**src/rtl/neuron_layer_train_sequencer_if.sv**
```systemverilog
// Sample-store fetch handshake plus the layer control/data bus driven by the train sequencer.
interface neuron_layer_train_sequencer_if #(
  parameter type zero2one_t = logic [7:0],
  parameter int  N          = 16,
  parameter int  M          = 4,
  parameter int  AW         = 6
);
  localparam int ZW = $bits(zero2one_t);

  logic                 smp_req;
  logic [AW-1:0]        smp_addr;
  logic                 smp_ack;
  logic [N-1:0][ZW-1:0] smp_in;
  logic [M-1:0][ZW-1:0] smp_expected;

  logic                 layer_valid;
  logic                 layer_learn;
  logic [N-1:0][ZW-1:0] layer_in;
  logic [M-1:0][ZW-1:0] layer_expected_out;
  logic [M-1:0][ZW-1:0] layer_out;

  modport master (
    output smp_req, smp_addr,
    input  smp_ack, smp_in, smp_expected,
    output layer_valid, layer_learn, layer_in, layer_expected_out,
    input  layer_out
  );

  modport slave (
    input  smp_req, smp_addr,
    output smp_ack, smp_in, smp_expected,
    input  layer_valid, layer_learn, layer_in, layer_expected_out,
    output layer_out
  );
endinterface

```
**src/rtl/neuron_layer_train_sequencer.sv**
```systemverilog
// Train/evaluate sequencer: fetch sample over req/ack, present, settle SETTLE cycles, optional
// learn pulse, accumulate per-epoch |out - expected|; SETTLE+4 cycles/sample (SETTLE+3 evaluating).
module neuron_layer_train_sequencer #(
  parameter type zero2one_t = logic [7:0],
  parameter int  N          = 16,
  parameter int  M          = 4,
  parameter int  DEPTH      = 64,
  parameter int  AW         = $clog2(DEPTH),
  parameter int  SETTLE     = 2,
  parameter int  ERR_W      = $bits(zero2one_t) + $clog2(M * DEPTH) + 1
) (
  input  logic                           clock,
  input  logic                           reset,
  input  logic                           start,
  input  logic                           abort,
  input  logic [AW:0]                    sample_count,
  input  logic [7:0]                     epochs,
  input  logic                           train_mode,
  neuron_layer_train_sequencer_if.master bus,
  output logic                           busy,
  output logic                           done,
  output logic [AW-1:0]                  sample_idx,
  output logic [7:0]                     epoch_idx,
  output logic [ERR_W-1:0]               err_accum,
  output logic [ERR_W-1:0]               last_epoch_err
);
  localparam int ZW  = $bits(zero2one_t);
  localparam int SCW = (SETTLE > 1) ? $clog2(SETTLE) : 1;

  typedef enum logic [2:0] {
    S_IDLE, S_FETCH, S_PRESENT, S_SETTLE, S_LEARN, S_NEXT, S_DONE
  } state_t;

  state_t               state_q, state_d;
  logic [AW:0]          cfg_count;
  logic [7:0]           cfg_epochs;
  logic                 cfg_train;
  logic [SCW-1:0]       settle_cnt;
  logic [N-1:0][ZW-1:0] in_q;
  logic [M-1:0][ZW-1:0] exp_q;
  logic [ZW-1:0]        diff;
  logic [ERR_W:0]       err_sum, err_wide;
  logic [ERR_W-1:0]     err_next;
  logic                 run_active, start_ok, zero_cfg, capture;
  logic                 last_settle, last_sample, last_epoch;

  assign run_active  = (state_q != S_IDLE) && (state_q != S_DONE);
  assign start_ok    = (state_q == S_IDLE) && start && !abort;
  assign zero_cfg    = (sample_count == '0) || (epochs == '0);
  assign capture     = (state_q == S_FETCH) && bus.smp_ack && !abort;
  assign last_settle = (settle_cnt == SCW'(SETTLE - 1));
  assign last_sample = ({1'b0, sample_idx} == cfg_count - 1'b1);
  assign last_epoch  = (epoch_idx == cfg_epochs - 8'd1);

  always_ff @(posedge clock) begin
    if (reset) state_q <= S_IDLE;
    else       state_q <= state_d;
  end

  always_comb begin
    state_d = state_q;
    if (abort && run_active) begin
      state_d = S_IDLE;
    end else begin
      case (state_q)
        S_IDLE:    if (start_ok) state_d = zero_cfg ? S_DONE : S_FETCH;
        S_FETCH:   if (bus.smp_ack) state_d = S_PRESENT;
        S_PRESENT: state_d = S_SETTLE;
        S_SETTLE:  if (last_settle) state_d = cfg_train ? S_LEARN : S_NEXT;
        S_LEARN:   state_d = S_NEXT;
        S_NEXT:    state_d = (last_sample && last_epoch) ? S_DONE : S_FETCH;
        S_DONE:    state_d = S_IDLE;
        default:   state_d = S_IDLE;
      endcase
    end
  end

  always_comb begin
    bus.smp_req            = (state_q == S_FETCH);
    bus.smp_addr           = sample_idx;
    bus.layer_valid        = (state_q == S_PRESENT) || (state_q == S_LEARN);
    bus.layer_learn        = (state_q == S_LEARN);
    bus.layer_in           = in_q;
    bus.layer_expected_out = exp_q;
    busy                   = run_active;
    done                   = (state_q == S_DONE);
  end

  // Sum of absolute per-output errors, added to the running total with saturation.
  always_comb begin
    diff    = '0;
    err_sum = '0;
    for (int i = 0; i < M; i++) begin
      diff    = (bus.layer_out[i] >= exp_q[i]) ? bus.layer_out[i] - exp_q[i]
                                                : exp_q[i] - bus.layer_out[i];
      err_sum = err_sum + (ERR_W + 1)'(diff);
    end
    err_wide = {1'b0, err_accum} + err_sum;
    err_next = err_wide[ERR_W] ? '1 : err_wide[ERR_W-1:0];
  end

  always_ff @(posedge clock) begin
    if (reset) begin
      cfg_count      <= '0;
      cfg_epochs     <= '0;
      cfg_train      <= 1'b0;
      settle_cnt     <= '0;
      in_q           <= '0;
      exp_q          <= '0;
      sample_idx     <= '0;
      epoch_idx      <= '0;
      err_accum      <= '0;
      last_epoch_err <= '0;
    end else begin
      if (start_ok && !zero_cfg) begin
        cfg_count  <= sample_count;
        cfg_epochs <= epochs;
        cfg_train  <= train_mode;
        sample_idx <= '0;
        epoch_idx  <= '0;
        err_accum  <= '0;
      end
      if (capture) begin
        in_q  <= bus.smp_in;
        exp_q <= bus.smp_expected;
      end
      if (state_q == S_SETTLE && !last_settle) settle_cnt <= settle_cnt + 1'b1;
      else                                     settle_cnt <= '0;
      if (state_q == S_SETTLE && last_settle && !abort) err_accum <= err_next;
      if (state_q == S_NEXT && !abort) begin
        if (last_sample) begin
          last_epoch_err <= err_accum;
          err_accum      <= '0;
          sample_idx     <= '0;
          if (!last_epoch) epoch_idx <= epoch_idx + 8'd1;
        end else begin
          sample_idx <= sample_idx + 1'b1;
        end
      end
    end
  end
endmodule

```
**src/flat_wrapper.sv**
```systemverilog
// flat-port wrapper written by rule: the top's interface ports become plain ports
module neuron_layer_train_sequencer_flat 
#(
  parameter type zero2one_t = logic [7:0],
  parameter int  N          = 16,
  parameter int  M          = 4,
  parameter int  DEPTH      = 64,
  parameter int  AW         = $clog2(DEPTH),
  parameter int  SETTLE     = 2,
  parameter int  ERR_W      = $bits(zero2one_t) + $clog2(M * DEPTH) + 1
)
  (clock, reset, start, abort, sample_count, epochs, train_mode, busy, done, sample_idx, epoch_idx, err_accum, last_epoch_err, bus_smp_req, bus_smp_addr, bus_smp_ack, bus_smp_in, bus_smp_expected, bus_layer_valid, bus_layer_learn, bus_layer_in, bus_layer_expected_out, bus_layer_out);
  neuron_layer_train_sequencer_if #(.zero2one_t(zero2one_t), .N(N), .M(M), .AW(AW)) bus_i ();
  input  logic clock;
  input  logic reset;
  input  logic start;
  input  logic abort;
  input  logic [AW:0] sample_count;
  input  logic [7:0] epochs;
  input  logic train_mode;
  output logic busy;
  output logic done;
  output logic [AW-1:0] sample_idx;
  output logic [7:0] epoch_idx;
  output logic [ERR_W-1:0] err_accum;
  output logic [ERR_W-1:0] last_epoch_err;
  output wire logic [$bits(bus_i.smp_req)-1:0] bus_smp_req;
  output wire logic [$bits(bus_i.smp_addr)-1:0] bus_smp_addr;
  input wire logic [$bits(bus_i.smp_ack)-1:0] bus_smp_ack;
  input wire logic [$bits(bus_i.smp_in)-1:0] bus_smp_in;
  input wire logic [$bits(bus_i.smp_expected)-1:0] bus_smp_expected;
  output wire logic [$bits(bus_i.layer_valid)-1:0] bus_layer_valid;
  output wire logic [$bits(bus_i.layer_learn)-1:0] bus_layer_learn;
  output wire logic [$bits(bus_i.layer_in)-1:0] bus_layer_in;
  output wire logic [$bits(bus_i.layer_expected_out)-1:0] bus_layer_expected_out;
  input wire logic [$bits(bus_i.layer_out)-1:0] bus_layer_out;
  assign bus_smp_req = bus_i.smp_req;
  assign bus_smp_addr = bus_i.smp_addr;
  assign bus_i.smp_ack = bus_smp_ack;
  assign bus_i.smp_in = bus_smp_in;
  assign bus_i.smp_expected = bus_smp_expected;
  assign bus_layer_valid = bus_i.layer_valid;
  assign bus_layer_learn = bus_i.layer_learn;
  assign bus_layer_in = bus_i.layer_in;
  assign bus_layer_expected_out = bus_i.layer_expected_out;
  assign bus_i.layer_out = bus_layer_out;
  neuron_layer_train_sequencer #(.zero2one_t(zero2one_t), .N(N), .M(M), .DEPTH(DEPTH), .AW(AW), .SETTLE(SETTLE), .ERR_W(ERR_W)) u_core (.clock(clock), .reset(reset), .start(start), .abort(abort), .sample_count(sample_count), .epochs(epochs), .train_mode(train_mode), .bus(bus_i), .busy(busy), .done(done), .sample_idx(sample_idx), .epoch_idx(epoch_idx), .err_accum(err_accum), .last_epoch_err(last_epoch_err));
endmodule
```
**config.mk**
```make
export PLATFORM = sky130hd
export DESIGN_NAME = neuron_layer_train_sequencer_flat
export DESIGN_NICKNAME = d
export VERILOG_FILES = /design/src/rtl/neuron_layer_train_sequencer_if.sv /design/src/rtl/neuron_layer_train_sequencer.sv /design/src/flat_wrapper.sv
export SDC_FILE = /design/constraint.sdc
export NUM_CORES = 1
export LEC_CHECK = 0
export ABC_AREA = 0
export ABC_CLOCK_PERIOD_IN_PS = 6700
export CAP_MARGIN = 0
export CELL_PAD_IN_SITES_DETAIL_PLACEMENT = 0
export CELL_PAD_IN_SITES_GLOBAL_PLACEMENT = 1
export CORE_ASPECT_RATIO = 1.5
export CORE_MARGIN = 2
export CORE_UTILIZATION = 30
export DETAILED_ROUTE_END_ITERATION = 12
export PLACE_DENSITY_LB_ADDON = 0.2
export SYNTH_ARGS = -nofsm -noshare
export SYNTH_HDL_FRONTEND = slang
export SYNTH_SLANG_ARGS = --single-unit
```
**constraint.sdc**
```tcl
create_clock -name clock -period 6.7 [get_ports clock]
set_input_delay 0.67 -clock clock [delete_from_list [all_inputs] [get_ports clock]]
set_output_delay 0.67 -clock clock [all_outputs]
set_load 0.005 [all_outputs]
```
---- Word-level counts from Yosys, hierarchy flattened ----
Cells that the tools add are included.
operators by class
  add/sub/neg operators ................... 17
  multipliers ............................. 0
  divide/modulo/power cells ............... 0
  $lt $le $gt $ge ......................... 4
  equal/unequal tests ..................... 12
  shifts and indexed selects .............. 0
  mux-type cells .......................... 23
  bitwise logic cells ..................... 1
  reductions and logical operators ........ 26
operator list
  operator               number
  $mux W17               5
  $mux W8                8
  $sub A8 B8 Y8          8
  $add A18 B8 Y18        2
  $ge A8 B8 Y1           4
  $add A17 B18 Y18       1
  $mux W6                3
  $pmux W3 S6            1
  $mux W3                5
  $logic_and A1 B1 Y1    12
  $add A8 B8 Y9          1
  $eq A3 B3 Y1 const B   3
  $add A8 B1 Y8 const B  1
  $eq A8 B8 Y1           1
  $logic_not A8 Y1       1
  $sub A8 B1 Y8 const B  1
  $eq A6 B7 Y1           1
  $logic_not A7 Y1       1
  $sub A7 B1 Y7 const B  1
  $add A6 B1 Y6 const B  1
  $eq A3 B2 Y1 const B   2
  $ne A2 B1 Y1 const B   3
  $reduce_or A2 Y1       2
  $eq A3 B1 Y1 const B   1
  other kinds (11)       14
word-level totals
  register bits after elaboration ......... 228
  bits in latches ......................... 0
  RAM bits ................................ 0
  ROM bits ................................ 0
  input bits .............................. 213
  output and inout bits ................... 219
  logic and storage cells ................. 112
  memories kept ........................... 0

---- Depth between registers and ports, before layout ----
Gate-level depths: netlist (run 1).
  word-level depth ........................ 10
  gate-level depth with buffers ........... 28
  mapped depth without buffers ............ 28

---- Worst setup path after synthesis (run 1) ----
Ideal clock, no wire load.
  path kind ............................... input -> register
  from .................................... input bus_layer_out[0]
  to ...................................... register u_core.err_accum[14]
  library setup time ...................... 0.091 ns
  data arrival time ....................... 6.290 ns
  data required time ...................... 6.609 ns
  slack ................................... 0.319 ns
  stages .................................. 25
  path buffers ............................ 1
  cell sequence ........................... inv_1 ha_1 inv_1 fa_1 a21oi_1 o211a_1 o31ai_2 mux2_2 ha_1 a21o_1 a21oi_1 o21bai_1 a21oi_1 xor2_1 fa_1 fa_1 inv_1 ha_1 o21a_1 o31a_1 o21ai_0 a2111oi_0 nor3_1 clkbuf_1 a311oi_1
on the way
  cells in the longest elaborated chain, start to end .. 10
  elaborated cells on any way between the ends .. 12
  those cells by class .................... add/sub (6); order compare (1); mux (5)
ends and longest elaborated chain
  what                                   RTL line                             text
  from (decl)                            flat_wrapper.sv:36                   input wire logic [$bits(bus_i.layer_out)-1:0] bus_layer_out;
  $sub A8 B8 Y8 (tied with other cells)  neuron_layer_train_sequencer.sv:95   : exp_q[i] - bus.layer_out[i];
  $mux W8 (*)                            neuron_layer_train_sequencer.sv:94   diff = (bus.layer_out[i] >= exp_q[i]) ? bus.layer_out[i] - exp_q[i]
  $add A8 B8 Y9 (*)                      neuron_layer_train_sequencer.sv:96   err_sum = err_sum + (ERR_W + 1)'(diff);
  $add A18 B8 Y18 (*) (2 in series)      neuron_layer_train_sequencer.sv:96
  $add A17 B18 Y18 (*)                   neuron_layer_train_sequencer.sv:98   err_wide = {1'b0, err_accum} + err_sum;
  $mux W17 (*)                           neuron_layer_train_sequencer.sv:99   err_next = err_wide[ERR_W] ? '1 : err_wide[ERR_W-1:0];
  $mux W17 (*)                           neuron_layer_train_sequencer.sv:129  if (state_q == S_SETTLE && last_settle && !abort) err_accum <= err_next;
  $mux W17                               neuron_layer_train_sequencer.sv:131  if (last_sample) begin
  $mux W17 (*)                           neuron_layer_train_sequencer.sv:130  if (state_q == S_NEXT && !abort) begin
  to (signal assigned)                   neuron_layer_train_sequencer.sv:129
  to (decl)                              neuron_layer_train_sequencer.sv:24   output logic [ERR_W-1:0] err_accum,
Mark *: on every way between the ends. The rest lies on a longest branch, timed or not.
A chain may end at the register's enable or synchronous reset.

---- Worst setup path in the final report (run 1) ----
  from .................................... input bus_layer_out[8]
  to ...................................... register u_core.err_accum[16]
Same word-level chain as after synthesis.

==> flow_summary.ini, run 1 <==
[sta]
fin_crit_sh_pct = 93.2
fin_worst_skew_ns = 0.00995
tns_ns = 0
hold_viol = 0
finalSetupViolations = 0
drv_slew = 0
slew_headroom_pct = 27.7
min_period_ns = 6.25
rsz0062_at_grt = false
whs_ns = 0.443
fmax_mhz = 160
worstMarginPinSlew_ns = 1.08

[drt]
wl_met1_microns = 17000
routed-wl-met3_microns = 3250
drt_first_pass_iters = 5
drt-total-wl_microns = 45700
drtIter0Drc = 618
drc_errors = 0
wire_per_inst_microns = 17.2
antenna_left = 0
vias = 12700
via_per_inst = 4.76
wl_met2_microns = 23800
top_layer_used = met5

[yosys]
yosysTopAreaCell = dfxtp_1
synthArstFlopShare_pct = 0
syn_avg_cell_area_sq_um = 7.76
syn_inst = 1651
synth_top_area_share_pct = 35.6
yosysWarnings = 0
synth.yosys.seq_area_share_pct = 35.6
syn_nets = 1975
synth_edf_count = 0
ys_ff_latch = 228
synth.area.top_cells = dfxtp_1 36%, nand2_1 12%, a21oi_1 9.5%
synth_cell_type_count = 71
synth_area_sq_um = 12800
synth_flop_cell = dfxtp_1

[status]
outcome = finished, final reports clean

[die]
io_pins = 432
die_w_microns = 173
rows = 92
initial_core_util_pct = 30.4
die_area_sq_um = 44400
coreArea_sq_um = 42100
die_h_microns = 257

[placement]
postPlaceCellArea_sq_um = 18000
place_hpwl_microns = 34700
place.port_buffers = 431
gp_congestion = 0.841

[setup_path]
slowest_delay_ns = 0.51
worstPathRequired_ns = 7.15
reg2reg_depth = 27
cp_common_cell = inv_1
worstSetupPathType = in -> reg
crit_family = adder cells
cp-start-kind = primary input
arrival_ns = 6.69
worst-path-stages = 27
path_buf_inv = 5
cp-end-kind = flop
crit_slowest_cell = fa_1
crit_fanout = 4

[final_layout]
areaGrowthSynthToFinish_pct = 47.3
drive_gt1_share_pct = 6.24
fin_nets = 2405
final_area_sq_um = 18900

[pwr]
p_per_area_nw_per_um2 = 222
pwr-share-clk_pct = 34.6
p_comb_share_pct = 32.5
intPower_mw = 2.91
sw_frac_of_total_pct = 30.5
finalPower_mw = 4.19
p_switching_mw = 1.28
seq_power_share_pct = 32.9
leakagePower_nw = 7.19
vdd_ir_drop_max_uv = 208

[clocking]
clk_latency_ns = 0.55
cts_sinks = 228
hold_buffers = 0
post_cts_buffers = 0
clock_path_buffers = 3
path_clk_slew_ns = 0.06
htreeDepth = 1
cts_root_buffer = clkbuf_16
cts_tree = yes
cts_made_buffers = 26

[min_path]
hold_path_class = reg -> reg
hold-path-cell-count = 1

[grt]
antenna_found_initial = 4
groute.usage.overall_pct = 19.9
grt-ovfl-total = 0
grt_pass1_vias = 13000
grt_max_degree = 96
grt_pass1_wl_microns = 71300

[job]
maxCapViolations = 0
-- power groups by stage --
stage / Combinational (mW) / Sequential (mW) / Clock (mW)
final: 1.36 / 1.38 / 1.45
after global routing: 1.54 / 1.38 / 1.56
after CTS: 1.37 / 1.38 / 1.51
after detailed placement: 1.36 / 1.41 / 0
after global placement: 1.34 / 1.41 / 0
after floorplan: 0.795 / 1.41 / 0
-- cell type report --
class / instances / area [sq um]
clock buffers: 44 / 850
clock inverters: 3 / 15.0
diodes: 3 / 7.51
repair buffers: 495 / 4820
inverters: 129 / 484
multi-input cells: 1201 / 7410
well taps: 564 / 706
flip-flops and latches: 228 / 4560
fillers: 4330 / 23300
-- cells in the final DEF, fill, tap and decap left out, types with 19 or more instances in the layout --
cell               n
a21oi_1          243
xor2_1            19
fa_1              25
mux2i_1           28
nor2_1            85
xnor2_1           30
inv_1            129
clkdlybuf4s50_1  430
dfxtp_1          228
buf_4             62
ha_1              86
clkbuf_16         27
o21ai_0           37
nand2_1          394
-- sequential cells by signal, indices dropped and copies added (netlist names) --
register                       count
u_core.bus.smp_addr                6
u_core.cfg_count                   7
u_core.last_epoch_err             17
u_core.epoch_idx                   8
u_core.cfg_train                   1
u_core.state_q                     3
u_core.last_settle                 1
u_core.cfg_epochs                  8
u_core.bus.layer_in              128
u_core.bus.layer_expected_out     32
u_core.err_accum                  17
-- through the flow --
step / std cells / worst slack, ns / util, %
after detailed placement: 2617 / -0.363 / 42.7
after global placement: 2617 / -0.159 / 42.7
after CTS: 2664 / 0.178 / 44.7
final: 2667 / 0.452 / 44.8
after floorplan: 1651 / 0.319 / -
after global routing: 2667 / 0.0220 / 44.8
-- cells in the mapped netlist, types with 5 or more instances --
cell type / instances
a311oi_1: 5
o21bai_1: 11
buf_1: 5
nor2_1: 86
nor4_1: 13
a22o_1: 5
o211a_1: 5
and3_1: 9
nand4_1: 8
nand2b_1: 13
xor2_1: 19
nor3_1: 17
inv_1: 129
buf_4: 6
a221oi_1: 8
fa_1: 25
a211oi_1: 18
a21oi_1: 243
nand2_1: 394
or3_1: 7
mux2_2: 5
nor2b_1: 5
mux2i_1: 28
o21a_1: 8
ha_1: 86
or2_2: 5
clkbuf_1: 81
xnor2_1: 30
a31oi_1: 10
nand3_1: 15
dfxtp_1: 228
o21ai_0: 38
a21o_1: 11
-- timing repair --
item / in CTS / in global routing
setup endpoints to repair: 0 / 12
resized for setup: 0 / 6
endpoints found under the hold margin: 0 / 0
-- cells by family after synthesis --
group                    after synthesis  share of synthesized area, %
buffers and inverters                222                          6.74
AO/OA/AOI/OAI                        410                          19.4
flip-flops                           228                          35.6
multiplexers                          33                          2.63
XOR/XNOR                              49                          3.35
adder cells (fa/ha/maj)              111                          12.3
AND/OR/NAND/NOR                      598                          20.0
-- metal layers --
layer	vias to the layer above	track usage, %
met2	337	38.2
met4	2	7.91
met1	5872	20.2
li1	6417	-
met5	-	0
met3	79	5.69
-- worst paths after layout --
path                                         start  slack [ns]              endpoint
hold reg to reg                 u_core.last_settle        0.44    u_core.last_settle
hold / removal                  u_core.last_settle        0.44    u_core.last_settle
setup reg to reg  u_core.bus.layer_expected_out[0]        0.73  u_core.err_accum[16]
setup / recovery                  bus_layer_out[8]        0.45  u_core.err_accum[16]
No activity file was read; power rests on OpenSTA's default activity.
==> inputs of run 2 (changes only) <==
--- a/config.mk
+++ b/config.mk
@@ -13,6 +13,7 @@
 export CORE_ASPECT_RATIO = 1.5
 export CORE_MARGIN = 2
 export CORE_UTILIZATION = 30
+export CTS_CLUSTER_DIAMETER = 60
 export DETAILED_ROUTE_END_ITERATION = 12
 export PLACE_DENSITY_LB_ADDON = 0.2
 export SYNTH_ARGS = -nofsm -noshare
==> run 2 against run 1 <==
Compared with the run above: first-iteration DRC count increased by 5.8%; sequential power barely moved; sequential share of layout area hardly changed; global-route usage about the same; worst hold slack is essentially flat; highest routed layer unchanged.
==> flow_summary.ini, run 2 (synthesis results as in run 1) <==
[placement]
place.port_buffers = 431
place_hpwl_microns = 34700
postPlaceCellArea_sq_um = 18000
gp_congestion = 0.841

[sta]
hold_viol = 0
worstMarginPinSlew_ns = 1.07
rsz0062_at_grt = false
slew_headroom_pct = 28.4
fin_worst_skew_ns = 0.0213
drv_slew = 0
fin_crit_sh_pct = 93.2
finalSetupViolations = 0
min_period_ns = 6.24
fmax_mhz = 160

[die]
die_area_sq_um = 44400
die_w_microns = 173
initial_core_util_pct = 30.4
coreArea_sq_um = 42100
die_h_microns = 257
rows = 92
io_pins = 432

[clocking]
cts_root_buffer = clkbuf_16
path_clk_slew_ns = 0.06
cts_sinks = 228
hold_buffers = 0
cts_tree = yes
htreeDepth = 1
clock_path_buffers = 3
cts_made_buffers = 29
clk_latency_ns = 0.57

[setup_path]
crit_fanout = 4
cp-start-kind = primary input
arrival_ns = 6.69
slowest_delay_ns = 0.51
crit_family = adder cells
path_buf_inv = 5
worstPathRequired_ns = 7.15
r2r_start = u_core.bus.layer_expected_out[8]
crit_slowest_cell = fa_1
cp-startpoint = bus_layer_out[8]
cp-end-kind = flop
cp_common_cell = inv_1
ff2ff_setup_slack_ns = 0.70
worstSetupPathType = in -> reg

[drt]
via_per_inst = 4.77
drc_errors = 0
antenna_left = 0
wire_per_inst_microns = 17.1
drt-total-wl_microns = 45600
drtIter0Drc = 654
drt_first_pass_iters = 7
vias = 12700

[pwr]
vdd_ir_drop_max_uv = 202
intPower_mw = 2.91
leakagePower_nw = 7.19
seq_power_share_pct = 32.7
p_comb_share_pct = 32.4
sw_frac_of_total_pct = 31.1
pwr-share-clk_pct = 34.9
finalPower_mw = 4.22
p_switching_mw = 1.31
p_per_area_nw_per_um2 = 223

[final_layout]
final_common_cell = clkdlybuf4s50_1
drive_gt1_share_pct = 6.18
largest_reg_flops = 128
areaGrowthSynthToFinish_pct = 47.4
fin_nets = 2408
final_area_sq_um = 18900
mostFrequentLayoutCells = 430 x clkdlybuf4s50_1, 394 x nand2_1, 243 x a21oi_1, 228 x dfxtp_1, 129 x inv_1

[grt]
grt_pass1_vias = 13100
grt_max_degree = 96
antenna_found_initial = 4
grt-ovfl-total = 0
grt_pass1_wl_microns = 71400
groute.usage.overall_pct = 19.9

[status]
outcome = finished, final reports clean

[job]
maxCapViolations = 0

[min_path]
hold_path_class = reg -> reg
min_from = u_core.last_settle
run 2: cell type report:
type / count / area, sq um
inverters: 129 / 484
repair buffers: 495 / 4820
multi-input cells: 1201 / 7410
clock buffers: 43 / 818
clock inverters: 7 / 62.6
fillers: 4337 / 23300
well taps: 564 / 706
diodes: 3 / 7.51
flip-flops and latches: 228 / 4560
run 2: metrics by stage:
step                      setup WS, ns  utilization (%)  setup TNS (ns)  hold slack (ns)  std cells
after floorplan                  0.319                -               0            0.413       1651
after CTS                        0.166             44.8               0            0.440       2667
after global routing            0.0284             44.8               0            0.472       2670
final                            0.457             44.8               0            0.443       2670
after detailed placement        -0.363             42.7           -4.08            0.440       2617
after global placement          -0.159             42.7           -1.40            0.430       2617
run 2: worst paths after layout:
kind / endpoint / depth (start not counted)
hold / removal: u_core.last_settle / 1
setup / recovery: u_core.err_accum[16] / 27
setup reg to reg: u_core.err_accum[16] / 25
hold reg to reg: u_core.last_settle / 1
run 2: repair_timing:
item | in CTS | in global routing
endpoints found under the setup margin | 0 | 12
buffers inserted | 0 | 0
hold endpoints to repair | 0 | 0
gates resized for setup | 0 | 6
run 2: layer usage:
| metal | vias up | GRT usage, % | routed length [microns] |
|---|---|---|---|
| met2 | 367 | 38.1 | 23700 |
| li1 | 6420 | - | - |
| met4 | 2 | 7.53 | 1690 |
| met3 | 82 | 5.60 | 3230 |
| met1 | 5867 | 20.3 | 16900 |
| met5 | - | 0 | 13 |
run 2: power by group through the flow:
stage	Combinational [mW]	Sequential, mW	Clock (mW)
6_report	1.37	1.38	1.47
5_1_grt	1.54	1.38	1.58
4_1_cts	1.37	1.38	1.53
3_5_place_dp	1.36	1.41	0
3_3_place_gp	1.34	1.41	0
2_1_floorplan	0.795	1.41	0
